`config.mk`:
```
export PLATFORM = sky130hd
export DESIGN_NAME = mem_access_unit
export DESIGN_NICKNAME = d
export VERILOG_FILES = /design/src/rtl/mem_access_unit.sv
export SDC_FILE = /design/constraint.sdc
export NUM_CORES = 1
export LEC_CHECK = 0
export CAP_MARGIN = 25
export CORE_MARGIN = 8
export CORE_UTILIZATION = 40
export DETAILED_ROUTE_END_ITERATION = 6
export DONT_BUFFER_PORTS = 1
export GPL_ROUTABILITY_DRIVEN = 0
export RECOVER_POWER = 100
export SLEW_MARGIN = 20
export SYNTH_ARGS = -nofsm -noshare
export SYNTH_HDL_FRONTEND = slang
export SYNTH_SLANG_ARGS = --single-unit
```
`constraint.sdc`:
```
create_clock -name clk -period 4.1 [get_ports clk]
set_input_delay 0.41 -clock clk [delete_from_list [all_inputs] [get_ports clk]]
set_output_delay 0.41 -clock clk [all_outputs]
set_load 0.005 [all_outputs]
```
`src/rtl/mem_access_unit.sv`:
```
// Memory-stage load/store unit: drives one SRAM-like bus transaction per
// instruction, stalls the pipeline until it completes, and aligns load data.
module mem_access_unit (
  input  logic        clk,
  input  logic        resetn,
  input  logic        valid,
  input  logic        memen,
  input  logic        memwrite,
  input  logic [1:0]  size,
  input  logic        sign_ext,
  input  logic [31:0] addr,
  input  logic [31:0] wdata_in,
  input  logic        advance,
  input  logic        flush,
  output logic        stall,
  output logic [31:0] load_data,
  output logic        adel,
  output logic        ades,
  output logic        data_req,
  output logic        data_wr,
  output logic [1:0]  data_size,
  output logic [31:0] data_addr,
  output logic [31:0] data_wdata,
  input  logic        data_addr_ok,
  input  logic        data_data_ok,
  input  logic [31:0] data_rdata
);
  typedef enum logic [2:0] {S_IDLE, S_REQ, S_WAIT, S_DONE, S_DRAIN} state_t;

  state_t      state, state_nxt;
  logic        drain_addr_done, drain_addr_done_nxt;
  logic        ld_sign;
  logic        mis, start;
  logic [1:0]  size_map;
  logic [31:0] wdata_rep;
  logic [7:0]  ld_byte;
  logic [15:0] ld_half;
  logic [31:0] ld_aligned;

  always_comb begin
    case (size)
      2'd0:    mis = 1'b0;
      2'd1:    mis = addr[0];
      default: mis = |addr[1:0];
    endcase
  end

  assign size_map = (size == 2'd3) ? 2'd2 : size;
  assign adel  = valid & memen & ~memwrite & mis;
  assign ades  = valid & memen &  memwrite & mis;
  assign start = valid & memen & ~mis & ~flush & (state == S_IDLE);
  // A drain still owns the bus, so any new memory op must wait behind it.
  assign stall = (valid & memen & ~mis & ~flush & (state != S_DONE)) |
                 (valid & memen & (state == S_DRAIN));

  always_comb begin
    case (size_map)
      2'd0:    wdata_rep = {4{wdata_in[7:0]}};
      2'd1:    wdata_rep = {2{wdata_in[15:0]}};
      default: wdata_rep = wdata_in;
    endcase
  end

  always_comb begin
    case (data_addr[1:0])
      2'd0:    ld_byte = data_rdata[7:0];
      2'd1:    ld_byte = data_rdata[15:8];
      2'd2:    ld_byte = data_rdata[23:16];
      default: ld_byte = data_rdata[31:24];
    endcase
    ld_half = data_addr[1] ? data_rdata[31:16] : data_rdata[15:0];
    case (data_size)
      2'd0:    ld_aligned = {{24{ld_sign & ld_byte[7]}}, ld_byte};
      2'd1:    ld_aligned = {{16{ld_sign & ld_half[15]}}, ld_half};
      default: ld_aligned = data_rdata;
    endcase
  end

  always_comb begin
    state_nxt           = state;
    drain_addr_done_nxt = drain_addr_done;
    data_req            = 1'b0;
    case (state)
      S_IDLE: if (start) state_nxt = S_REQ;
      S_REQ: begin
        data_req = 1'b1;
        if (flush) begin
          state_nxt           = S_DRAIN;
          drain_addr_done_nxt = data_addr_ok;
        end else if (data_addr_ok) begin
          state_nxt = S_WAIT;
        end
      end
      S_WAIT: begin
        if (data_data_ok) begin
          state_nxt = flush ? S_IDLE : S_DONE;
        end else if (flush) begin
          state_nxt           = S_DRAIN;
          drain_addr_done_nxt = 1'b1;
        end
      end
      S_DONE: if (advance | flush) state_nxt = S_IDLE;
      S_DRAIN: begin
        // The request is never withdrawn before the bus accepts the address.
        data_req = ~drain_addr_done;
        if (!drain_addr_done) begin
          if (data_addr_ok) drain_addr_done_nxt = 1'b1;
        end else if (data_data_ok) begin
          state_nxt = S_IDLE;
        end
      end
      default: state_nxt = S_IDLE;
    endcase
  end

  always_ff @(posedge clk or negedge resetn) begin
    if (!resetn) begin
      state           <= S_IDLE;
      drain_addr_done <= 1'b0;
      data_wr         <= 1'b0;
      data_size       <= 2'd0;
      data_addr       <= 32'd0;
      data_wdata      <= 32'd0;
      ld_sign         <= 1'b0;
      load_data       <= 32'd0;
    end else begin
      state           <= state_nxt;
      drain_addr_done <= drain_addr_done_nxt;
      if (start) begin
        data_wr    <= memwrite;
        data_size  <= size_map;
        data_addr  <= addr;
        data_wdata <= wdata_rep;
        ld_sign    <= sign_ext;
      end
      if (state == S_WAIT && data_data_ok && !flush && !data_wr)
        load_data <= ld_aligned;
    end
  end
endmodule

```
==> metrics.txt <==
failing checks max-capacitance violations, max-slew violations; DRT Wirelength 12.8 mm; die width about 130 microns; DRC 0; number of clock sinks roughly 100; largest net degree at the start of global routing 105; Cell Area, Synth 4880 sq um; htree depth 3; crit path buf inv count 2; flops & latches, synth 104; first-pass GRT wire length 19.7 mm; Startpoint Class input pin; nets between 500 and 600; HP Start addr[1]; relative slew slack -0.715; antenna violations before repair 0; GR Util All Layers 0.159; Max Slew Vio Count roughly 120; WL/cell 23.2 microns; clk slew on worst S/H paths 0.07 ns; Vias/cell 5.88; most frequent cells in the layout dfrtp_1, mux2_2, nand3_1; EDFF count, synth 0; via count 3254; endpoints failing setup 0; unrepaired setup endpoints after global routing no; minimum clock period just under 3 ns; fmax 0.340 GHz; worst-path maximum fanout 28; TritonCTS buffer count 9; Die Height 126 microns; fin crit share 0.718; PortBufs 0; Seq/Total Area, Yosys 0.534; Resized Gates After CTS 0; synth unique cells 41; FF-to-FF Start state[2]; syn_area_per_cell 11.9 sq um; router iterations before antenna repair 4; CP cell instances nor2_1 > o21ai_0 > buf_16 > clkbuf_1 > mux2_2; crit path max-delay cell type o21ai_0; maximum VDD drop 0.000282 V; kind of critical path in2reg; Row Count 40; CP top delay family compound AO/OA/AOI/OAI gates; worst skew pair latency 0.34 ns; layout cell share with drive strength beyond 1 0.283; Synth Instances 411; IO Pins about 210; Worst EP arrival 3.17 ns; Die Area 16000 sq um; hold path endpoint data_addr[1]; status finished, violations left; Fin. Hold Viols 0; Post-Layout Inst Area between 5000 and 6000 sq um; Final HPWL DP approximately 9.7 mm; Antenna Cells 0; DRT antenna net count 0; total negative setup slack 0 ns; vias in the first global route 3424; CTS tree done; share of flip-flops with an asynchronous set or reset 1.00; Setup crit end kind flip-flop; Hold Path Class in2reg; Max Clock Skew around 0.0056 ns; Hold Crit Depth 1; leading cell type in the layout, fill and taps excluded dfrtp_1; max cap viols 2; r2r setup slk 1.38 ns; Hold Worst Slack approximately 0.21 ns; CP required 4.33 ns; Critical R2R Capture data_wdata[17]; P per Cell Area 688 nW/um^2; Iter 0 DRT Violations 185; synth-to-layout area growth 7.31%; main flop type after synthesis dfrtp_1; yosys warns 0; area post-placement between 4000 and 5000 sq um; Clock Path Buffers 2; syn_nets about 520; Initial Util 0.408; Root Buffer clkbuf_16; Pleak 2.31 nW; worst-margin pin slew between 2 and 3 ns; worst reg2reg path depth 6; core area between 10000 and 15000 sq um; GRT overflow 0; CP max stage delay 1.36 ns
kinds of logic (layout without fill, tap and decap cells):
family,Yosys count,after routing,synth area share
and+or+nand+nor,114,114,0.118
DFF,104,104,0.534
muxes,95,95,0.217
AOI/OAI and AO/OA,68,68,0.0996
buffers and inverters,30,25,0.0321
stage by stage:
stage / worst slack [ns] / instances / utilization / total power [mW]
2_1_floorplan: 2.25 / 411 / - / 2.53
3_3_place_gp: 1.50 / 534 / 0.414 / 2.77
3_5_place_dp: 1.60 / 535 / 0.415 / 2.81
4_1_cts: 1.59 / 552 / 0.441 / 3.67
5_1_grt: 0.907 / 553 / 0.437 / 3.83
6_report: 1.16 / 553 / 0.437 / 3.60
worst max-delay path by stage:
stage,from,to,slack [ns],cells past startpoint
after global routing,size[1],data_wdata[26],0.91,5
after global placement,data_size[1],load_data[16],1.50,4
after floorplan,size[0],stall,2.25,5
final,size[1],data_wdata[17],1.16,5
after detailed placement,data_size[1],load_data[24],1.60,5
after CTS,data_size[1],load_data[24],1.59,5
report_power, final:
group	switching, mW	leakage (nW)	internal, mW	total (mW)
clock network	0.381	0.141	0.432	0.813
logic	0.336	0.873	0.472	0.808
registers	0.491	1.30	1.49	1.98
per-layer routing:
layer,global-route usage,vias up,wire (microns)
li1,-,1461,-
met1,0.160,1602,4270
met2,0.250,174,6040
met3,0.105,17,2190
met4,0.0750,0,297
met5,0,-,0
worst reg2reg max path: stages (launching register included):
cell and delay [ns]:
dfrtp_1 0.43, or2_4 0.28, nor4_1 0.17, o21ai_0 0.61, buf_16 0.42, clkbuf_1 0.33
mux2_2 0.37
synth_stat cells (all sizes together), types with 2 or more instances:
cell,number,share of area
nand2b,3,0.0038
nor2,13,0.011
nand2,29,0.022
dfrtp,104,0.53
nor2b,5,0.0064
a221oi,2,0.0036
inv,2,0.0015
a22o,7,0.013
buf,16,0.021
clkbuf,11,0.0085
or3,3,0.0038
mux2i,10,0.021
o21ai,12,0.013
mux2,85,0.20
o22a,9,0.016
a21o,5,0.0092
nor3b,2,0.0041
a21oi,20,0.021
a31o,6,0.011
nand3,52,0.053
layout make-up:
class | count | area (sq um)
Clock buffer | 10 | 239
Clock inverter | 6 | 42.5
Fill cell | 1145 | 6730
Inverter | 3 | 11.3
Multi-Input combinational cell | 277 | 2100
Sequential cell | 104 | 2600
Tap cell | 147 | 184
Timing Repair Buffer | 6 | 55.1
registers in the layout, indices dropped and copies added, names as in the netlist:
signal and flops:
ld_sign 1, state 3, data_wdata 32, load_data 32
drain_addr_done 1, data_size 2, data_addr 32, data_wr 1
timing repair:
item / CTS / global route
buffers inserted: 0 / 0
hold endpoints to repair: 104 / 0
hold buffers: 1 / 0
No activity file was read; power rests on OpenSTA's default activity.
